==> config.mk <==
export PLATFORM = sky130hd
export DESIGN_NAME = fsel_tile_sequencer
export DESIGN_NICKNAME = d
export VERILOG_FILES = /design/src/rtl/sparhix_sched_pkg.sv /design/src/rtl/sched_phase_counter.sv /design/src/rtl/fsel_tile_sequencer.sv
export SDC_FILE = /design/constraint.sdc
export NUM_CORES = 1
export LEC_CHECK = 0
export CORE_ASPECT_RATIO = 1.5
export CORE_MARGIN = 2
export CORE_UTILIZATION = 52
export CTS_CLUSTER_DIAMETER = 50
export CTS_CLUSTER_SIZE = 28
export DETAILED_ROUTE_END_ITERATION = 6
export MAX_ROUTING_LAYER = met4
export PLACE_DENSITY = 0.8
export SLEW_MARGIN = 20
export SYNTH_ARGS = -nofsm -noshare
export SYNTH_HDL_FRONTEND = slang
export SYNTH_HIERARCHICAL = 1
export SYNTH_SLANG_ARGS = --single-unit
==> constraint.sdc <==
create_clock -name clk_i -period 3.45 [get_ports clk_i]
set_clock_uncertainty 0.15 [all_clocks]
set_input_delay 0.69 -clock clk_i [delete_from_list [all_inputs] [get_ports clk_i]]
set_output_delay 0.69 -clock clk_i [all_outputs]
set_load 0.1 [all_outputs]
==> src/rtl/sparhix_sched_pkg.sv <==
// Shared scheduler definitions: FSM state encoding and the phase-control bit ordering
// used by fsel_tile_sequencer.
package sparhix_sched_pkg;

    localparam logic [2:0] ST_IDLE  = 3'd0;
    localparam logic [2:0] ST_FETCH = 3'd1;
    localparam logic [2:0] ST_LOAD  = 3'd2;
    localparam logic [2:0] ST_ARM   = 3'd3;
    localparam logic [2:0] ST_RUN   = 3'd4;
    localparam logic [2:0] ST_DONE  = 3'd5;

    typedef enum logic [2:0] {
        S_IDLE  = ST_IDLE,
        S_FETCH = ST_FETCH,
        S_LOAD  = ST_LOAD,
        S_ARM   = ST_ARM,
        S_RUN   = ST_RUN,
        S_DONE  = ST_DONE
    } sched_state_t;

    // Bit positions inside the one-hot phase-control vector.
    localparam int PH_LOAD  = 0;
    localparam int PH_READY = 1;
    localparam int PH_START = 2;
    localparam int PH_W     = 3;

    function automatic logic [PH_W-1:0] phase_of(input sched_state_t s);
        logic [PH_W-1:0] ph;
        ph = '0;
        case (s)
            S_LOAD:  ph[PH_LOAD]  = 1'b1;
            S_ARM:   ph[PH_READY] = 1'b1;
            S_RUN:   ph[PH_START] = 1'b1;
            default: ph = '0;
        endcase
        return ph;
    endfunction

endpackage

==> src/rtl/sched_phase_counter.sv <==
// Loadable down-counter shared by the LOAD and RUN phases; expire flags the final
// cycle of a phase (count at 1, or 0 as a safe floor).
module sched_phase_counter #(
    parameter int CNT_WIDTH = 16
) (
    input  logic                 clk_i,
    input  logic                 f_sel_rst,
    input  logic                 load,
    input  logic [CNT_WIDTH-1:0] load_val,
    input  logic                 en,
    output logic                 expire
);

    logic [CNT_WIDTH-1:0] count;

    always_ff @(posedge clk_i or posedge f_sel_rst) begin
        if (f_sel_rst) begin
            count <= '0;
        end else if (load) begin
            count <= load_val;
        end else if (en && (count != '0)) begin
            count <= count - CNT_WIDTH'(1);
        end
    end

    assign expire = (count <= CNT_WIDTH'(1));

endmodule

==> src/rtl/fsel_tile_sequencer.sv <==
// Tile sequencer: per tile, fetch a config word then walk the array controller through
// reset -> load -> ready -> start_op. Optional perf counters under `ifdef FSEL_SEQ_PERF_EN.
module fsel_tile_sequencer
    import sparhix_sched_pkg::*;
#(
    parameter int N             = 3,
    parameter int SEL_WIDTH     = $clog2(N),
    parameter int NUM_COL_WIDTH = $clog2(N + 1),
    parameter int LOAD_CYCLES   = N,
    parameter int CNT_WIDTH     = 16,
    parameter int TILE_WIDTH    = 8
) (
    input  logic                     clk_i,
    input  logic                     f_sel_rst,
    input  logic                     start_i,
    input  logic                     abort_i,
    input  logic [TILE_WIDTH-1:0]    num_tiles_i,
    input  logic [CNT_WIDTH-1:0]     op_cycles_i,
    input  logic                     cfg_valid_i,
    output logic                     cfg_ready_o,
    input  logic [SEL_WIDTH-1:0]     cfg_f_sel_i,
    input  logic [NUM_COL_WIDTH-1:0] cfg_column_num_i,
    input  logic [NUM_COL_WIDTH-1:0] cfg_row_num_i,
    input  logic                     cfg_en_adder_1_i,
    input  logic                     cfg_en_adder_2_i,
    output logic                     ctl_rst_o,
    output logic                     ctl_load_o,
    output logic                     ctl_ready_o,
    output logic                     ctl_start_op_o,
    output logic [SEL_WIDTH-1:0]     f_sel_o,
    output logic [NUM_COL_WIDTH-1:0] column_num_o,
    output logic [NUM_COL_WIDTH-1:0] row_num_o,
    output logic                     en_adder_1_o,
    output logic                     en_adder_2_o,
    output logic                     busy_o,
    output logic                     done_o,
    output logic [TILE_WIDTH-1:0]    tile_idx_o,
`ifdef FSEL_SEQ_PERF_EN
    output logic [31:0]              perf_run_cycles_o,
    output logic [31:0]              perf_stall_cycles_o,
`endif
    output logic [2:0]               state_o
);

    // Config stream: a word transfers on a cycle where cfg_valid_i && cfg_ready_o and
    // abort_i is low; cfg_ready_o is high only in FETCH and never depends on cfg_valid_i.

    sched_state_t          state_q, state_d;
    logic [TILE_WIDTH-1:0] num_tiles_q;
    logic [CNT_WIDTH-1:0]  op_cycles_q;
    logic [CNT_WIDTH-1:0]  op_eff;
    logic [CNT_WIDTH-1:0]  cnt_load_val;
    logic [PH_W-1:0]       phase;
    logic                  accept;
    logic                  cfg_fire;
    logic                  run_end;
    logic                  cnt_load;
    logic                  cnt_en;
    logic                  cnt_expire;

    assign accept   = (state_q == S_IDLE) && start_i;
    assign cfg_fire = (state_q == S_FETCH) && cfg_valid_i && !abort_i;
    assign run_end  = (state_q == S_RUN) && cnt_expire && !abort_i;
    assign op_eff   = (op_cycles_q == '0) ? CNT_WIDTH'(1) : op_cycles_q;

    assign cnt_load     = cfg_fire || (state_q == S_ARM);
    assign cnt_load_val = (state_q == S_ARM) ? op_eff : CNT_WIDTH'(LOAD_CYCLES);
    assign cnt_en       = (state_q == S_LOAD) || (state_q == S_RUN);

    sched_phase_counter #(
        .CNT_WIDTH(CNT_WIDTH)
    ) u_phase_cnt (
        .clk_i    (clk_i),
        .f_sel_rst(f_sel_rst),
        .load     (cnt_load),
        .load_val (cnt_load_val),
        .en       (cnt_en),
        .expire   (cnt_expire)
    );

    always_ff @(posedge clk_i or posedge f_sel_rst) begin
        if (f_sel_rst) begin
            state_q <= S_IDLE;
        end else begin
            state_q <= state_d;
        end
    end

    always_comb begin
        state_d = state_q;
        case (state_q)
            S_IDLE: begin
                if (start_i) begin
                    state_d = (num_tiles_i == '0) ? S_DONE : S_FETCH;
                end
            end
            S_FETCH: begin
                if (abort_i)          state_d = S_IDLE;
                else if (cfg_valid_i) state_d = S_LOAD;
            end
            S_LOAD: begin
                if (abort_i)         state_d = S_IDLE;
                else if (cnt_expire) state_d = S_ARM;
            end
            S_ARM: begin
                state_d = abort_i ? S_IDLE : S_RUN;
            end
            S_RUN: begin
                if (abort_i) begin
                    state_d = S_IDLE;
                end else if (cnt_expire) begin
                    // Last tile when the post-increment index reaches the job size.
                    state_d = ((tile_idx_o + TILE_WIDTH'(1)) == num_tiles_q) ? S_DONE : S_FETCH;
                end
            end
            S_DONE:  state_d = S_IDLE;
            default: state_d = S_IDLE;
        endcase
    end

    assign phase          = phase_of(state_q);
    assign ctl_load_o     = phase[PH_LOAD];
    assign ctl_ready_o    = phase[PH_READY];
    assign ctl_start_op_o = phase[PH_START];
    assign ctl_rst_o      = (state_q == S_IDLE) || (state_q == S_FETCH) || (state_q == S_DONE);
    assign cfg_ready_o    = (state_q == S_FETCH);
    assign busy_o         = (state_q != S_IDLE);
    assign done_o         = (state_q == S_DONE);
    assign state_o        = state_q;

    always_ff @(posedge clk_i or posedge f_sel_rst) begin
        if (f_sel_rst) begin
            num_tiles_q <= '0;
            op_cycles_q <= '0;
            tile_idx_o  <= '0;
        end else if (accept) begin
            num_tiles_q <= num_tiles_i;
            op_cycles_q <= op_cycles_i;
            tile_idx_o  <= '0;
        end else if (run_end) begin
            tile_idx_o  <= tile_idx_o + TILE_WIDTH'(1);
        end
    end

    // Config outputs move only on a handshake, so they hold through LOAD, ARM and RUN.
    always_ff @(posedge clk_i or posedge f_sel_rst) begin
        if (f_sel_rst) begin
            f_sel_o      <= '0;
            column_num_o <= '0;
            row_num_o    <= '0;
            en_adder_1_o <= 1'b0;
            en_adder_2_o <= 1'b0;
        end else if (cfg_fire) begin
            f_sel_o      <= cfg_f_sel_i;
            column_num_o <= cfg_column_num_i;
            row_num_o    <= cfg_row_num_i;
            en_adder_1_o <= cfg_en_adder_1_i;
            en_adder_2_o <= cfg_en_adder_2_i;
        end
    end

`ifdef FSEL_SEQ_PERF_EN
    always_ff @(posedge clk_i or posedge f_sel_rst) begin
        if (f_sel_rst) begin
            perf_run_cycles_o   <= '0;
            perf_stall_cycles_o <= '0;
        end else if (accept) begin
            perf_run_cycles_o   <= '0;
            perf_stall_cycles_o <= '0;
        end else begin
            if ((state_q == S_RUN) && (perf_run_cycles_o != '1)) begin
                perf_run_cycles_o <= perf_run_cycles_o + 32'd1;
            end
            if ((state_q == S_FETCH) && !cfg_valid_i && (perf_stall_cycles_o != '1)) begin
                perf_stall_cycles_o <= perf_stall_cycles_o + 32'd1;
            end
        end
    end
`endif

endmodule
==> results of run 1 <==
## worst min path at each step
stage | endpoint | depth (start not counted) | slack, ps
after floorplan | op_cycles_q[8] | 1 | 350
after CTS | en_adder_1_o | 1 | 370
final | en_adder_1_o | 1 | 360
after global placement | column_num_o[1] | 1 | 340
after global routing | en_adder_2_o | 1 | 390
after detailed placement | row_num_o[1] | 1 | 350
## power by group
part	total, mW	switching (mW)	internal [mW]
clock network	0.573	0.295	0.278
registers	1.26	0.274	0.982
logic	1.70	1.09	0.607
total	3.53	1.66	1.87
## cell families after synthesis
| kind of cell | after synthesis | share of synthesized area [%] |
|---|---|---|
| and+or+nand+nor | 119 | 22.4 |
| DFF | 59 | 43.9 |
| AOI/OAI and AO/OA | 64 | 13.9 |
| adders and majority gates | 3 | 1.12 |
| muxes | 31 | 10.4 |
| buffers and inverters | 33 | 4.98 |
| xor gates and xnor gates | 13 | 3.38 |
## metal layers
metal,vias up,global-route usage [%]
met1,1349,27.5
met3,21,4.59
met4,0,13.6
li1,1302,-
met2,74,42.7
met5,-,-
## stage by stage
stage          instances  cell area (um^2)  hold WS (ps)  setup slack (ps)
3_3_place_gp         444              3950           344               506
2_1_floorplan        322              3390           345              91.7
6_report             460              4130           362               672
5_1_grt              460              4130           391               531
4_1_cts              460              4130           369               699
3_5_place_dp         444              3950           350               433
## registers in the layout, summed over array words and instances (netlist names)
register / count
op_cycles_q: 16
column_num_o: 2
tile_idx_o: 8
en_adder_1_o: 1
u_phase_cnt/count: 16
f_sel_o: 2
row_num_o: 2
en_adder_2_o: 1
num_tiles_q: 8
state_o: 3
## final cells by class
type,instances,area (um^2)
inverters,15,60.1
flip-flops and latches,59,1480
multi-input cells,230,1730
well taps,74,92.6
clock inverters,6,41.3
fillers,530,2090
clock buffers,10,138
repair buffers,66,586
## worst max-delay path, stage by stage, from the launching register on
cell        delay, ps
dfrtp_2           520
or3b_4            460
clkinvlp_4         90
or2_2             180
nor3b_1           420
nand3_1           270
nand2b_1          280
o311ai_1          290
## placed cells by master (no fill, tap or decap), types with 6 or more instances in the layout
master	count
a21oi_1	6
a31oi_1	6
and2_1	17
buf_4	30
clkbuf_8	10
clkdlybuf4s50_1	36
dfrtp_1	56
inv_1	14
mux2_2	31
nand2_1	17
nand3_1	8
nand4_1	7
nor2_1	14
nor4_1	9
o211ai_1	7
o21ai_0	9
or4_1	6
xnor2_1	8
==> out/qor.csv, run 1 <==
metric,value,unit
status,completed,
predominant post-synthesis flop cell,dfrtp_1,
Max Cap Viol,0,
initial antenna violation count,0,
DR WL met3,323,um
DR top layer,met4,
"Req. time, crit path",3530,ps
vias,2746,
sequential area share after synthesis,43.9,%
CP max FO,12,
"EDFF count, synth",0,
Final #Nets,421,
Die Width,69.7,um
Worst Setup SP,state_o[2],
first-pass GRT wire length,13300,um
clock root buffer,clkbuf_8,
worst-margin pin slew,714,ps
Critical R2R Capture,u_phase_cnt/count[9],
syn_nets,362,
# rows,35,
Startpoint Class,register,
Final min period,2780,ps
CTS Hold Bufs,0,
final setup vio count,0,
H-tree Lvls,3,
Critical Path Sink,u_phase_cnt/count[9],
hpwl dp,5920,um
R2R Setup Slk,670,ps
Crit Path Class,reg -> reg,
Max Slew Vio Count,0,
IO Port Bufs,62,
Critical R2R Launch,state_o[2],
top-count cell post-synth,dfrtp_1,
Avg WL per Cell,17.8,um
TritonRoute pass-1 iters,4,
Synth area leaders,"dfrtp_1 44%, mux2_2 10%, and2_1 3.2%",
Final Util,66.5,%
fmax,360,MHz
"area leader, netlist",dfrtp_1,
crit share post-route,80.5,%
CTS tree,done,
post-CTS resize count,0,
Mapped Avg Cell Area,10.5,um^2
global placer's final weighted congestion,0.917,
Setup TNS Final,0,ps
share of cells above drive strength 1,26.4,%
most common library cells after synthesis,"59 x dfrtp_1, 31 x mux2_2, 17 x and2_1, 17 x nand2_1, 15 x inv_1",
io pins,63,
R2R cell count,7,
Leakage,1.73,nW
DRC Markers,0,
Final Hold Violating Endpoints,0,
number of global-route vias before repair,2760,
# clock sinks,59,
# diodes,0,
Pwr Density,854,nW/um^2
Cell variety after synth,60,
ys async rst share,100,%
met1 WL,3190,um
Hold WC Path Type,reg -> reg,
Detailed Route WL,8190,um
slew margin rel.,52.2,%
full die area,7150,um^2
DRT antenna net count,0,
Starting Density,54.1,%
synth-to-layout area growth,22.8,%
VDD IR max,0.000677,V
largest net degree at the start of global routing,44,
total power draw,3.53,mW
CP Data Arrival Time,2860,ps
Core ar.,6220,um^2
yosys warns,6,
area fraction of the dominant cell type after synthesis,43.9,%
Post-CTS Setup Bufs,0,
global route total overflow,0,
CP Capture Type,register,
vias per inst,5.97,
gr usage total,24.8,%
Worst-Skew Late Latency,340,ps
HP Start,en_adder_1_o,
CTS buffer count,9,
Worst-path clk slew,70,ps
"FF+latch count, synth",59,
RSZ-0062 raised after global routing,no,
Die Height,103,um
Starting DRT DRC Count,221,
Mapped Area,3370,um^2
Gate Count Post-Synth,322,
Longest Clk Path Bufs,2,
Met2 Routed Length,4380,um
(Power assumes the default switching activity.)
==> inputs of run 2 (changes only) <==
Clock period 3.45 ns to 2.65 ns, I/O delays scaled along.
==> out/qor.csv, run 2 (synthesis gave the netlist of run 1 again) <==
metric,value,unit
Starting Density,54.1,%
crit share post-route,92.8,%
# fillers,484,
CP max FO,10,
CTS buffer count,9,
TritonRoute pass-1 iters,4,
synth-to-layout area growth,27.5,%
fmax,407,MHz
Crit Path Class,reg -> reg,
Die Width,69.7,um
Worst-path clk slew,70,ps
largest net degree at the start of global routing,44,
Worst-Skew Late Latency,340,ps
Max Cap Viol,0,
CP cell instances,"or3b_4, clkinvlp_4, or2_4, nand2_1, or3_1, or4_1, nand3_1",
Core ar.,6220,um^2
Final min period,2460,ps
VDD IR max,0.000757,V
Final #Nets,429,
Die Height,103,um
Startpoint Class,register,
Slowest cell on crit path,dfrtp_4,
# rows,35,
"Req. time, crit path",2770,ps
Hold Slack,360,ps
Starting DRT DRC Count,166,
Leakage,1.80,nW
global route total overflow,0,
# clock sinks,59,
vias per inst,5.80,
DRT antenna net count,0,
met1 GRT Util,28.0,%
clock root buffer,clkbuf_8,
status,completed,
grt met3 use,4.89,%
post-CTS resize count,0,
hpwl dp,6090,um
Detailed Route WL,7980,um
Setup TNS Final,0,ps
slew margin rel.,55.6,%
CP Data Arrival Time,2580,ps
number of global-route vias before repair,2818,
CP Capture Type,register,
RSZ-0062 raised after global routing,no,
area taken by multi-input logic gates,1750,um^2
IO Port Bufs,62,
family with the most delay on the worst path,simple AND/OR/NAND/NOR gates,
# diodes,0,
DRC Markers,0,
gr usage total,24.9,%
max incr delay on CP,530,ps
"commonest cells after routing, fill and taps aside","56 x dfrtp_1, 36 x clkdlybuf4s50_1, 32 x buf_4",
Longest Clk Path Bufs,2,
Post-CTS Setup Bufs,0,
Final Util,69.0,%
full die area,7150,um^2
CTS Hold Bufs,0,
"commonest non-fill, non-tap cell in the layout",dfrtp_1,
FF/Latch Area,1490,um^2
share of cells above drive strength 1,28.2,%
Pwr Density,1100,nW/um^2
initial antenna violation count,0,
Final Cell Area,4290,um^2
final setup vio count,0,
Avg WL per Cell,17.0,um
H-tree Lvls,3,
worst-margin pin slew,665,ps
worst slack at placement,203,ps
CP Buf/Inv Count,1,
global placer's final weighted congestion,0.880,
Max Slew Vio Count,0,
placed cell area,4110,um^2
first-pass GRT wire length,13400,um
CTS tree,done,
total power draw,4.73,mW
vias,2713,
Top Usage Layer GRT,met2,
cell total after placement,452,
met2 Usage GRT,43.3,%
Hold WC Path Type,reg -> reg,
Top Registers,"op_cycles_q (16), u_phase_cnt/count (16)",
Final Worst Setup Slack,191,ps
io pins,63,
Final Hold Violating Endpoints,0,
fin cells,468,
run 2: report_power, final:
group	switching [mW]	internal, mW	leakage (nW)	total [mW]
sequential	0.360	1.28	0.717	1.64
combinational	1.44	0.888	0.982	2.32
clock	0.346	0.414	0.0965	0.760
run 2: worst paths after layout:
check,to,start,slack [ps],cells past startpoint
setup / recovery,u_phase_cnt/count[4],state_o[0],190,7
hold / removal,column_num_o[1],column_num_o[1],360,1
setup reg to reg,u_phase_cnt/count[4],state_o[0],190,7
hold reg to reg,column_num_o[1],column_num_o[1],360,1
max in group asynchronous,state_o[2],f_sel_rst,1400,3
min in group asynchronous,u_phase_cnt/count[8],f_sel_rst,460,2
run 2: layout make-up:
class	count	share of cell area (%)
clock inverters	2	0.233
inverters	15	1.40
multi-input cells	230	40.7
well taps	74	2.16
flip-flops and latches	59	34.7
clock buffers	14	4.02
repair buffers	74	16.8
run 2: metal layers:
layer / wire length, um / vias up
met3: 258 / 17
met2: 4330 / 56
met5: 0 / -
li1: - / 1313
met4: 221 / 0
met1: 3160 / 1327
==> inputs of run 3 (changes only) <==
Settings changed: PLACE_DENSITY 0.8 to 0.81, RECOVER_POWER set to 100.
==> out/qor.csv, run 3 (synthesis gave the netlist of run 1 again) <==
metric,value,unit
Leakage,1.72,nW
FF/Latch Area,1480,um^2
DRC Markers,0,
Max Slew Vio Count,0,
CTS tree,done,
synth-to-layout area growth,24.2,%
worst-margin pin slew,1190,ps
H-tree Lvls,3,
post-CTS resize count,0,
vias per inst,5.93,
max incr delay on CP,500,ps
Slowest cell on crit path,dfrtp_1,
global placer's final weighted congestion,0.889,
Avg WL per Cell,17.3,um
"commonest cells after routing, fill and taps aside","57 x dfrtp_1, 35 x clkdlybuf4s50_1, 31 x mux2_2",
final setup vio count,0,
"commonest non-fill, non-tap cell in the layout",dfrtp_1,
Final Hold Violating Endpoints,0,
clock root buffer,clkbuf_8,
placed cell area,4110,um^2
Startpoint Class,register,
# diodes,0,
Post-CTS Setup Bufs,0,
CP cell instances,"or3b_4, clkinvlp_4, or2_4, nand2_1, or3_1, or4_1, nand3_1",
Internal,2.50,mW
fmax,406,MHz
Worst-Skew Late Latency,340,ps
# clock sinks,59,
Detailed Route WL,8090,um
CTS buffer count,9,
CP Buf/Inv Count,1,
Hold WC Path Type,reg -> reg,
CTS Hold Bufs,0,
full die area,7150,um^2
Net Sw Frac,46.5,%
CP Capture Type,register,
vias,2777,
Longest Clk Path Bufs,2,
Final Worst Setup Slack,186,ps
status,completed,
Starting DRT DRC Count,245,
number of global-route vias before repair,2843,
initial antenna violation count,0,
Pwr Density,1120,nW/um^2
hpwl dp,6130,um
Top Registers,"op_cycles_q (16), u_phase_cnt/count (16)",
# fillers,508,
crit share post-route,93.0,%
Clk pwr share,17.6,%
gr usage total,24.8,%
IO Port Bufs,62,
Die Height,103,um
"Req. time, crit path",2780,ps
Seq pwr share,35.1,%
Die Width,69.7,um
first-pass GRT wire length,13600,um
CP max FO,10,
share of cells above drive strength 1,23.4,%
slew margin rel.,21.2,%
worst slack at placement,206,ps
Max Cap Viol,0,
largest net degree at the start of global routing,31,
Core ar.,6220,um^2
family with the most delay on the worst path,simple AND/OR/NAND/NOR gates,
io pins,63,
Worst-path clk slew,70,ps
VDD IR max,0.000572,V
Final min period,2460,ps
Final Cell Area,4180,um^2
Comb pwr share,47.3,%
R2R Setup Slk,190,ps
RSZ-0062 raised after global routing,no,
# rows,35,
Starting Density,54.1,%
Final #Nets,429,
global route total overflow,0,
total power draw,4.68,mW
CP Data Arrival Time,2590,ps
P_sw,2.18,mW
Crit Path Class,reg -> reg,
TritonRoute pass-1 iters,4,
DRT antenna net count,0,
area taken by multi-input logic gates,1720,um^2
[run 3: cell count changes in the layout (fill, tap and decap cells not counted), sizes merged]
cell	before	now
buf	38	10
clkdlybuf4s50	36	35
bufinv	0	1
dlygate4sd3	0	1
clkbuf	14	37
clkinvlp	1	4
clkinv	2	3
[run 3: worst paths after layout]
path,from,end,depth (start not counted)
setup / recovery,state_o[0],u_phase_cnt/count[4],7
hold / removal,en_adder_2_o,en_adder_2_o,1
setup reg to reg,state_o[0],u_phase_cnt/count[4],7
hold reg to reg,en_adder_2_o,en_adder_2_o,1
max in group asynchronous,f_sel_rst,state_o[2],3
min in group asynchronous,f_sel_rst,u_phase_cnt/count[10],2
[run 3: power by group through the flow]
| stage | logic [mW] | registers (mW) | clock network, mW |
|---|---|---|---|
| 6_report | 2.22 | 1.64 | 0.824 |
| 3_3_place_gp | 2.29 | 1.64 | 0 |
| 5_1_grt | 2.37 | 1.70 | 0.895 |
| 2_1_floorplan | 1.32 | 2.08 | 0 |
| 3_5_place_dp | 2.32 | 1.66 | 0 |
| 4_1_cts | 2.34 | 1.64 | 0.841 |
[run 3: area by class of cell]
class / instances / area share, %
clock buffer: 9 / 2.96
clock inverter: 7 / 1.89
tap: 74 / 2.22
inverter: 15 / 1.44
multi-input combinational: 230 / 41.1
sequential: 59 / 35.5
timing repair buffer: 74 / 14.9
[run 3: per-layer routing]
layer  vias to the layer above  share of wire, %  track usage, %
met5                         -                 0               -
met4                         0               2.7            10.7
met3                        18               3.8            4.99
met2                        80                53            43.1
met1                      1364                41            28.1
li1                       1315                 -               -
[run 3: per-stage QoR]
step	std cells	hold slack, ps	setup TNS (ps)	utilization, %
after floorplan	322	294	-4780	-
after global placement	452	341	0	66.1
after detailed placement	452	350	0	66.1
after CTS	468	366	0	69.3
after global routing	468	379	0	67.2
final	468	361	0	67.2
